File: src/rtl/lsu_issue_queue_pkg.sv
// Shared types and constants for the in-order LSU issue queue.
`ifndef LSU_ISSUE_QUEUE_OPS
`define LSU_ISSUE_QUEUE_OPS
`define LDR_OP 4'h1
`define STR_OP 4'h2
`endif

package lsu_issue_queue_pkg;

    localparam int WORD_SIZE_P       = 32;
    localparam int NUM_PHYS_REG      = 64;
    localparam int ROB_ENTRY         = 32;
    localparam int SB_ENTRY          = 16;
    localparam int WIDTH_OP          = 4;
    localparam int FLAGS_W           = 4;
    localparam int LSQ_DEPTH_DEFAULT = 8;

    localparam int TAG_W = $clog2(NUM_PHYS_REG);
    localparam int ROB_W = $clog2(ROB_ENTRY);
    localparam int SB_W  = $clog2(SB_ENTRY);

    typedef struct packed {
        logic                   valid;
        logic [TAG_W-1:0]       dest;
        logic [FLAGS_W-1:0]     flags;
        logic [WORD_SIZE_P-1:0] result;
    } CDB_t;

    typedef struct packed {
        logic                   valid;
        logic [WIDTH_OP-1:0]    opcode;
        logic [WORD_SIZE_P-1:0] op1;
        logic [TAG_W-1:0]       op1_tag;
        logic                   op1_rdy;
        logic [WORD_SIZE_P-1:0] op2;
        logic [TAG_W-1:0]       op2_tag;
        logic                   op2_rdy;
        logic [WORD_SIZE_P-1:0] imm;
        logic [ROB_W-1:0]       rob_dest;
        logic [TAG_W-1:0]       reg_dest;
        logic [SB_W-1:0]        sb_dest;
    } lsq_entry_t;

    typedef struct packed {
        logic [WIDTH_OP-1:0]    opcode;
        logic [WORD_SIZE_P-1:0] op1;
        logic [WORD_SIZE_P-1:0] op2;
        logic [WORD_SIZE_P-1:0] imm;
        logic [ROB_W-1:0]       rob_dest;
        logic [TAG_W-1:0]       reg_dest;
        logic [SB_W-1:0]        sb_dest;
    } lsq_issue_t;

    // Loads only need the base; stores also need their data operand.
    function automatic logic lsq_ready(input lsq_entry_t e);
        return e.valid && e.op1_rdy && (e.op2_rdy || e.opcode != `STR_OP);
    endfunction

endpackage

File: src/rtl/lsu_issue_queue_wakeup.sv
// CDB snoop for one queue entry: captures results for pending operand tags.
module lsq_wakeup
    import lsu_issue_queue_pkg::*;
(
    input  lsq_entry_t entry_i,
    input  CDB_t       cdb_i,
    output lsq_entry_t entry_o
);

    logic               hit1;
    logic               hit2;
    logic [FLAGS_W-1:0] unused_flags;

    assign unused_flags = cdb_i.flags;

    always_comb begin
        hit1 = entry_i.valid && cdb_i.valid && !entry_i.op1_rdy
            && (cdb_i.dest == entry_i.op1_tag);
        hit2 = entry_i.valid && cdb_i.valid && !entry_i.op2_rdy
            && (cdb_i.dest == entry_i.op2_tag);
        entry_o = entry_i;
        if (hit1) begin
            entry_o.op1     = cdb_i.result;
            entry_o.op1_rdy = 1'b1;
        end
        if (hit2) begin
            entry_o.op2     = cdb_i.result;
            entry_o.op2_rdy = 1'b1;
        end
    end

endmodule

File: src/rtl/lsu_issue_queue.sv
// In-order LDR/STR issue queue feeding fu_lsu; one issue per cycle from head.
module lsu_issue_queue
    import lsu_issue_queue_pkg::*;
#(
    parameter int LSQ_DEPTH = LSQ_DEPTH_DEFAULT
) (
    input  logic                       clk_i,
    input  logic                       reset_i,
    input  logic                       disp_v_i,
    output logic                       disp_ready_o,
    input  logic [WIDTH_OP-1:0]        disp_opcode_i,
    input  logic [WORD_SIZE_P-1:0]     disp_op1_i,
    input  logic [TAG_W-1:0]           disp_op1_tag_i,
    input  logic                       disp_op1_rdy_i,
    input  logic [WORD_SIZE_P-1:0]     disp_op2_i,
    input  logic [TAG_W-1:0]           disp_op2_tag_i,
    input  logic                       disp_op2_rdy_i,
    input  logic [WORD_SIZE_P-1:0]     disp_imm_i,
    input  logic [ROB_W-1:0]           disp_rob_dest_i,
    input  logic [TAG_W-1:0]           disp_reg_dest_i,
    input  logic [SB_W-1:0]            disp_sb_dest_i,
    input  CDB_t                       cdb_i,
    input  logic                       mispredict_i,
    output logic                       exe_v_o,
    output logic [WIDTH_OP-1:0]        opcode_o,
    output logic [WORD_SIZE_P-1:0]     operand1_o,
    output logic [WORD_SIZE_P-1:0]     operand2_o,
    output logic [WORD_SIZE_P-1:0]     imm_o,
    output logic [ROB_W-1:0]           rob_dest_o,
    output logic [TAG_W-1:0]           reg_dest_o,
    output logic [SB_W-1:0]            sb_dest_o,
    output logic [$clog2(LSQ_DEPTH):0] count_o
);

    localparam int PTR_W = $clog2(LSQ_DEPTH);
    localparam int CNT_W = PTR_W + 1;

    lsq_entry_t       entries_q [LSQ_DEPTH];
    lsq_entry_t       entries_d [LSQ_DEPTH];
    lsq_entry_t       woken     [LSQ_DEPTH];
    lsq_entry_t       disp_entry;
    lsq_entry_t       disp_woken;
    logic [PTR_W-1:0] head_q;
    logic [PTR_W-1:0] head_d;
    logic [PTR_W-1:0] tail_q;
    logic [PTR_W-1:0] tail_d;
    logic [CNT_W-1:0] count_q;
    logic [CNT_W-1:0] count_d;
    logic             exe_v_q;
    logic             exe_v_d;
    lsq_issue_t       iss_q;
    lsq_issue_t       iss_d;
    logic             enq;
    logic             issue;

    assign disp_ready_o = (count_q < CNT_W'(LSQ_DEPTH));

    always_comb begin
        disp_entry          = '0;
        disp_entry.valid    = 1'b1;
        disp_entry.opcode   = disp_opcode_i;
        disp_entry.op1      = disp_op1_i;
        disp_entry.op1_tag  = disp_op1_tag_i;
        disp_entry.op1_rdy  = disp_op1_rdy_i;
        disp_entry.op2      = disp_op2_i;
        disp_entry.op2_tag  = disp_op2_tag_i;
        disp_entry.op2_rdy  = disp_op2_rdy_i;
        disp_entry.imm      = disp_imm_i;
        disp_entry.rob_dest = disp_rob_dest_i;
        disp_entry.reg_dest = disp_reg_dest_i;
        disp_entry.sb_dest  = disp_sb_dest_i;
    end

    for (genvar g = 0; g < LSQ_DEPTH; g++) begin : g_wake
        lsq_wakeup u_wake (
            .entry_i (entries_q[g]),
            .cdb_i   (cdb_i),
            .entry_o (woken[g])
        );
    end

    // The dispatching op snoops the same CDB cycle so it never misses its tag.
    lsq_wakeup u_disp_wake (
        .entry_i (disp_entry),
        .cdb_i   (cdb_i),
        .entry_o (disp_woken)
    );

    always_comb begin
        enq       = disp_v_i && disp_ready_o && !mispredict_i;
        issue     = lsq_ready(entries_q[head_q]) && !mispredict_i;
        entries_d = woken;
        head_d    = head_q;
        tail_d    = tail_q;
        count_d   = count_q;
        if (mispredict_i) begin
            for (int i = 0; i < LSQ_DEPTH; i++) begin
                entries_d[i].valid = 1'b0;
            end
            head_d  = '0;
            tail_d  = '0;
            count_d = '0;
        end else begin
            if (issue) begin
                entries_d[head_q].valid = 1'b0;
                head_d = head_q + PTR_W'(1);
            end
            if (enq) begin
                entries_d[tail_q] = disp_woken;
                tail_d = tail_q + PTR_W'(1);
            end
            count_d = count_q + CNT_W'(enq) - CNT_W'(issue);
        end
    end

    always_comb begin
        exe_v_d = issue;
        iss_d   = iss_q;
        if (issue) begin
            iss_d.opcode   = entries_q[head_q].opcode;
            iss_d.op1      = entries_q[head_q].op1;
            iss_d.op2      = entries_q[head_q].op2;
            iss_d.imm      = entries_q[head_q].imm;
            iss_d.rob_dest = entries_q[head_q].rob_dest;
            iss_d.reg_dest = entries_q[head_q].reg_dest;
            iss_d.sb_dest  = entries_q[head_q].sb_dest;
        end
    end

    always_ff @(posedge clk_i) begin
        if (reset_i) begin
            for (int i = 0; i < LSQ_DEPTH; i++) begin
                entries_q[i] <= '0;
            end
            head_q  <= '0;
            tail_q  <= '0;
            count_q <= '0;
            exe_v_q <= 1'b0;
            iss_q   <= '0;
        end else begin
            entries_q <= entries_d;
            head_q    <= head_d;
            tail_q    <= tail_d;
            count_q   <= count_d;
            exe_v_q   <= exe_v_d;
            iss_q     <= iss_d;
        end
    end

    assign exe_v_o    = exe_v_q;
    assign opcode_o   = iss_q.opcode;
    assign operand1_o = iss_q.op1;
    assign operand2_o = iss_q.op2;
    assign imm_o      = iss_q.imm;
    assign rob_dest_o = iss_q.rob_dest;
    assign reg_dest_o = iss_q.reg_dest;
    assign sb_dest_o  = iss_q.sb_dest;
    assign count_o    = count_q;

endmodule

File: config.mk
export PLATFORM = sky130hd
export DESIGN_NAME = lsu_issue_queue
export DESIGN_NICKNAME = d
export VERILOG_FILES = /design/src/rtl/lsu_issue_queue_pkg.sv /design/src/rtl/lsu_issue_queue_wakeup.sv /design/src/rtl/lsu_issue_queue.sv
export SDC_FILE = /design/constraint.sdc
export NUM_CORES = 2
export LEC_CHECK = 0
export ABC_CLOCK_PERIOD_IN_PS = 4540
export CORE_MARGIN = 1
export CORE_UTILIZATION = 60
export DETAILED_ROUTE_END_ITERATION = 8
export PLACE_DENSITY = 0.81
export SYNTH_ARGS = -nofsm -noshare
export SYNTH_HDL_FRONTEND = slang
export SYNTH_SLANG_ARGS = --single-unit
File: constraint.sdc
create_clock -name clk_i -period 4.54 [get_ports clk_i]
set_clock_uncertainty 0.1 [all_clocks]
set_input_delay 1.362 -clock clk_i [delete_from_list [all_inputs] [get_ports clk_i]]
set_output_delay 1.362 -clock clk_i [all_outputs]
set_load 0.02 [all_outputs]
# --- After elaboration in Yosys (flattened, before gate mapping) ---
# Index checks and enable logic that the tools add are counted.
word_totals:
  reg_bits: 1166
  inputBits: 176
  out_inout_bits: 121
  word_cells: 265
classes:
  add_sub_neg: 4
  order_cmp: 5
  n_eq_ne: 19
  muxes: 56
  bitwise_logic: 2
  n_reduce_logical: 72
op_table:
  columns: ["op", "n"]
  rows:
  - ["two-way mux 1040 bit", 3]
  - ["bitwise mux 1040 bit", 2]
  - ["two-way mux 125 bit", 8]
  - ["demux 130 bit (select 3 bit)", 2]
  - ["two-way mux 32 bit", 18]
  - ["two-way mux 130 bit", 4]
  - ["binary-select mux 130 bit (select 3 bit)", 1]
  - ["== test 6 bit", 18]
  - ["logical AND 1 bit", 51]
  - ["zero test 1 bit", 19]
  - ["two-way mux 1 bit", 18]
  - [">= comparator 4 bit (second input constant)", 2]
  - ["less-than comparator 4 x 1 -> 1 bit (second input constant)", 2]
  - ["inverter 3 -> 4 bit", 2]
  - ["adder 3 x 1 -> 3 bit (second input constant)", 2]
  - ["adder 4 x 1 -> 4 bit", 1]
  - ["less-than comparator 4 bit (second input constant)", 1]
  - ["inequality test 4 x 2 -> 1 bit (second input constant)", 1]
  - ["subtractor 4 x 1 -> 4 bit", 1]
  - ["OR reduction 2 bit", 1]
  - ["logical OR 1 bit", 1]

# --- Depth between registers and ports, before layout ---
depth:
  depth_word: 13
  ltp_mapped: 17
  ltp_nobuf: 12

# --- By module ---
# Synthesis repeated with hierarchy kept, for this count alone.
hier_totals:
  hier_cells: 7054
  hier_area_um2: 62767.7
modules_own_cells:
  columns: ["mod", "n_inst", "cells_per_inst", "area_per_inst_um2", "seq_area_each_um2"]
  rows:
  - ["lsu_issue_queue", 1, 5659, 47802.1, 23342.4]
  - ["lsq_wakeup", 9, 155, 1662.8, 0.0]

# --- Least setup slack after synthesis ---
# OpenSTA, ideal clock, no wires.
synth_timing:
  path_kind: "reg2reg"
  startpoint: "register head_q[0]"
  endpoint: "register count_q[2] (netlist: count_o[2])"
  setup_ns: 0.124
  arrival_ns: 3.458
  required_ns: 4.316
  path_slack_ns: 0.858
  stages_incl_launch_ff: 15
  n_path_buf: 3
  synth_period_minus_slack_ns: 3.682
  cell_sequence: "dfxtp_1 > buf_4 > mux4_2 > mux2_2 > or4_4 > o211ai_2 > inv_1 > buf_2 > buf_2 > ha_1 > inv_1 > ha_1 > fa_1 > xnor2_1 > nor2_1"
synth_between:
  elab_chain_len: 9
  elab_cells_between_ends: 10
  classes_between: "1 x add/sub; 1 x eq/ne; 3 x mux; 1 x bitwise; 4 x reduce/logical"
synth_rtl:
  columns: ["element", "line_no", "rtl"]
  rows:
  - ["start, declared", "lsu_issue_queue.sv:43", "logic [PTR_W-1:0] head_q;"]
  - ["start signal, assigned", "lsu_issue_queue.sv:135", "head_q <= '0;"]
  - ["start signal, assigned", "lsu_issue_queue.sv:142", "head_q <= head_d;"]
  - ["inverter 3 -> 4 bit (not written as such) (*)", "lsu_issue_queue.sv:91", "issue = lsq_ready(entries_q[head_q]) && !mispredict_i;"]
  - ["binary-select mux 130 bit (select 3 bit) (*)", "lsu_issue_queue.sv:91", null]
  - ["two-way mux 130 bit (*) (2 in series)", null, null]
  - ["inequality test 4 x 2 -> 1 bit (no line)", null, null]
  - ["logical OR 1 bit (no line)", null, null]
  - ["logical AND 1 bit (*)", "lsu_issue_queue_pkg.sv:56", "return e.valid && e.op1_rdy && (e.op2_rdy || e.opcode != `STR_OP);"]
  - ["logical AND 1 bit (*)", "lsu_issue_queue.sv:91", null]
  - ["named net exe_v_d", "lsu_issue_queue.sv:50", "logic exe_v_d;"]
  - ["subtractor 4 x 1 -> 4 bit (*)", "lsu_issue_queue.sv:112", "count_d = count_q + CNT_W'(enq) - CNT_W'(issue);"]
  - ["end signal, assigned", "lsu_issue_queue.sv:144", "count_q <= count_d;"]
  - ["end, declared", "lsu_issue_queue.sv:47", "logic [CNT_W-1:0] count_q;"]
# Mark *: on every way through the listed nets, which the timed path passes. The rest lies on a longest branch. The select of a mux whose other input is x is not followed.
# A chain may end at the register's enable or synchronous reset.

# --- Worst setup path after layout ---
layout_timing:
  startpoint: "register head_q[0]"
  endpoint: "register count_q[2] (netlist: count_o[2])"
layout_between:
  elab_chain_len: 9
  elab_cells_between_ends: 10
  classes_between: "1 x add/sub; 1 x eq/ne; 3 x mux; 1 x bitwise; 4 x reduce/logical"
layout_rtl:
  columns: ["element", "line_no"]
  rows:
  - ["inverter 3 -> 4 bit (not written as such) (*)", "lsu_issue_queue.sv:91"]
  - ["binary-select mux 130 bit (select 3 bit) (*)", "lsu_issue_queue.sv:91"]
  - ["two-way mux 130 bit (*) (2 in series)", null]
  - ["inequality test 4 x 2 -> 1 bit (no line)", null]
  - ["logical OR 1 bit (no line)", null]
  - ["logical AND 1 bit (*)", "lsu_issue_queue_pkg.sv:56"]
  - ["logical AND 1 bit (*)", "lsu_issue_queue.sv:91"]
  - ["subtractor 4 x 1 -> 4 bit (*)", "lsu_issue_queue.sv:112"]
# Mark *: on every way between the ends. The rest lies on a longest branch, timed or not. The select of a mux whose other input is x is not followed.

==> out/qor.txt <==
Synth unique cells: 42
Slew headroom: 18.46%
Clock tree buffer depth: 3
Die ar.: 91890 sq um
Cell breakdown of the critical path: buf_4, mux4_2, mux2_2, or4_4, o211ai_4, inv_4, ha_1, inv_1, ha_1, fa_1, xnor2_1, nor2_1
Initial antenna violation count: 19
Cell mode on critical path: ha_1
Share of cells above drive strength 1: 8.783%
DR vias: 46280
Fraction of the cycle the final worst path needs: 83.07%
CP top delay family: adder cells
Final min period: 3.772 ns
Largest net degree at the start of global routing: 151
# IOs: 297
Syn avg cell area: 8.815 sq um
Total of warnings raised by yosys: 0
Vias per inst: 6.321
Initial drt markers: 5113
FILL cells: 6827
Post-CTS Hold Fix Bufs: 0
Status: finished clean
Hold Vio Cnt, Final: 0
Fin util: 68.79%
Combinational Power Share: 5.4%
Vias in the first global route: 45280
Cell Int Power: 0.01647 W
Die Ht: 303.1 um
Slew @ Worst Pin: 1.223 ns
Leakage: 23.89 nW
First-pass GRT wire length: 253100 um
DIE WIDTH: 303.1 um
Register area share after synthesis: 42.90%
Reg clk slew, reported paths: 0.06 ns
EDFF count, synth: 0
Max-cap viol count: 0
Core area: 89870 sq um
Final Max Tran Viols: 0
Syn Inst Count: 6172
Gr ovfl total: 0
Crit path DAT: 4.30 ns
Biggest fanout along the worst timing path: 14
Type of the worst setup path: reg -> reg
Initial Util: 60.54%
Worst vdd ir: 0.0003588 V
Multi-input combinational cell area: 28390 sq um
Crit path largest cell delay: 0.57 ns
Largest area contributor in the netlist: dfxtp_1
# port buffers: 292
Layout area overhead: 13.63%
DRT Wirelength: 162700 um
# setup viols final: 0
TritonCTS clock tree: built
Startpoint Class: register
Clock power frac: 46.4%
Setup crit end kind: register
Synth Flop Type: dfxtp_1
DP HPWL: 86940 um
Hold Path Class: reg -> reg
Post-CTS Resized: 0
Crit path buf inv count: 3
CTS buffer count: 117
Critical path depth: 12
Unrepaired setup endpoints after global routing: false
Reg power frac: 48.2%
Number of buffers added for setup after CTS: 0
# rows: 110
Seq cells post-synth: 1166
Mapped cell area: 54410 sq um
Sw power: 0.005079 W
PwrDens: 348.5 nW/um^2
Fraction of registers with async set/reset: 0%
Worst Path Required: 5.07 ns
Post-Syn Nets: 6355
Remaining antenna violation count: 0
Post-DR wirelength/cell: 22.22 um
Tot GR Track Use: 34.79%
# H-tree levels: 3
Slowest CP cell: or4_4
FF-to-FF path depth: 12
Number of nets in the layout: 6222
Hold Path Depth: 2
Sw frac: 23.57%
Latest clock arrival within the worst-skew pair: 0.74 ns
Clock Sinks: 1166
Router iterations before antenna repair: 7
Reg area: 23350 sq um
Gpl congestion: 0.8200
Yosys top cell area share: 42.90%
DRC viols: 0
Final setup TNS: 0 ns
Root Driver: clkbuf_16
Max frequency: 265.1 MHz
Top post-synthesis cells by area: dfxtp_1, mux2i_1, nand2_1
[state kept, by name, summed over array words and instances (netlist names)]
signal / count
head_q: 3
operand1_o: 32
opcode_o: 4
tail_q: 3
sb_dest_o: 4
entries_q: 1040
count_o: 4
exe_v_o: 1
rob_dest_o: 5
imm_o: 32
operand2_o: 32
reg_dest_o: 6
[cells in the final DEF, fill, tap and decap left out, types with 4 or more instances in the layout]
| master | synthesis | routed |
|---|---|---|
| dfxtp_1 | 1166 | 1163 |
| inv_1 | 8 | 7 |
| ha_1 | 6 | 6 |
| clkbuf_1 | 496 | 24 |
| a31oi_1 | 4 | 4 |
| a21oi_2 | 10 | 10 |
| diode_2 | 0 | 9 |
| buf_12 | 0 | 54 |
| a221oi_1 | 116 | 116 |
| a211oi_1 | 524 | 524 |
| clkinv_16 | 0 | 5 |
| and2_1 | 4 | 4 |
| nand2_1 | 1243 | 1237 |
| nor2_1 | 539 | 532 |
| mux2_2 | 52 | 52 |
| nand4_1 | 18 | 18 |
| a21oi_1 | 610 | 610 |
| nand2_4 | 0 | 6 |
| mux4_2 | 122 | 122 |
| o21ai_0 | 12 | 12 |
| nand2_2 | 10 | 10 |
| nor2b_1 | 120 | 119 |
| bufinv_16 | 0 | 9 |
| nor2_4 | 0 | 7 |
| clkbuf_8 | 0 | 24 |
| clkinv_2 | 0 | 33 |
| nor3b_1 | 13 | 13 |
| mux2_1 | 17 | 17 |
| buf_4 | 32 | 71 |
| nor3_1 | 36 | 34 |
| clkbuf_16 | 0 | 118 |
| xor2_1 | 74 | 74 |
| clkdlybuf4s50_1 | 0 | 291 |
| mux2i_1 | 737 | 737 |
| a41oi_1 | 4 | 4 |
| xnor2_1 | 40 | 40 |
[cells in the mapped netlist, drive strengths merged, types with 2 or more instances]
cell,number
a211oi,524
a21oi,620
a221oi,116
a22oi,2
a31oi,4
a41oi,4
and2,4
buf,153
clkbuf,516
dfxtp,1166
ha,6
inv,8
mux2,69
mux2i,737
mux4,122
nand2,1253
nand2b,3
nand3,5
nand4,18
nor2,539
nor2b,120
nor3,36
nor3b,13
o21ai,12
xnor2,40
xor2,74
[final cells by class]
type                    count  area share [%]
clock buffers             166           5.456
multi-input cells        4329           45.92
inverters                   8         0.05262
flip-flops and latches   1166           37.77
repair buffers            417           7.346
clock inverters            51           1.034
well taps                1176           2.380
diodes                      9         0.03643
[per-layer routing]
metal / GRT usage, % / part of all wire (%) / vias up
met1: 45.11 / 40 / 22210
met4: 17.00 / 4.7 / 24
met3: 6.397 / 9.6 / 513
li1: - / - / 21200
met2: 55.92 / 46 / 2339
met5: 0 / 0.085 / -
[power groups by stage]
stage / sequential (W) / combinational (W) / clock (W)
finish: 0.0104 / 0.00116 / 0.0100
detailed placement: 0.0106 / 0.00113 / 0
global placement: 0.0106 / 0.00112 / 0
global route: 0.0104 / 0.00123 / 0.0105
CTS: 0.0104 / 0.00114 / 0.0101
floorplan: 0.0106 / 0.000725 / 0
[logic make-up after synthesis]
group                    synth area share [%]
AO/OA/AOI/OAI                           15.17
XOR/XNOR                                1.835
adder cells (fa/ha/maj)                0.1748
buffers and inverters                   5.188
flip-flops                              42.90
multiplexers                            20.04
AND/OR/NAND/NOR                         14.69
[through the flow]
stage | worst slack [ns] | power (W) | instance area [sq um] | std cells | hold slack (ns)
after floorplan | 0.8582 | 0.01133 | 54410 | 6172 | 0.3331
after global placement | 0.3900 | 0.01173 | 57790 | 7096 | 0.3381
after detailed placement | 0.3520 | 0.01175 | 57790 | 7096 | 0.3445
after CTS | 0.7307 | 0.02158 | 61800 | 7313 | 0.3524
after global routing | 0.5549 | 0.02213 | 61820 | 7319 | 0.3679
final | 0.7685 | 0.02155 | 61830 | 7322 | 0.3511
[worst paths after layout]
kind	start	endpoint	slack, ns
hold / removal	imm_o[18]$_SDFFE_PP0N_	imm_o[18]$_SDFFE_PP0N_	0.35
setup / recovery	head_q[0]$_SDFFE_PP0N_	count_o[2]$_SDFF_PP0_	0.77
setup reg to reg	head_q[0]$_SDFFE_PP0N_	count_o[2]$_SDFF_PP0_	0.77
hold reg to reg	imm_o[18]$_SDFFE_PP0N_	imm_o[18]$_SDFFE_PP0N_	0.35
[worst reg2reg max path, stage by stage (launching register included)]
cell      delay, ns
dfxtp_4        0.53
buf_4          0.37
mux4_2         0.34
mux2_2         0.29
or4_4          0.57
o211ai_4       0.25
inv_4          0.07
ha_1           0.28
inv_1          0.04
ha_1           0.20
fa_1           0.41
xnor2_1        0.16
nor2_1         0.05
Note: power is estimated with default switching activity, not from simulation.
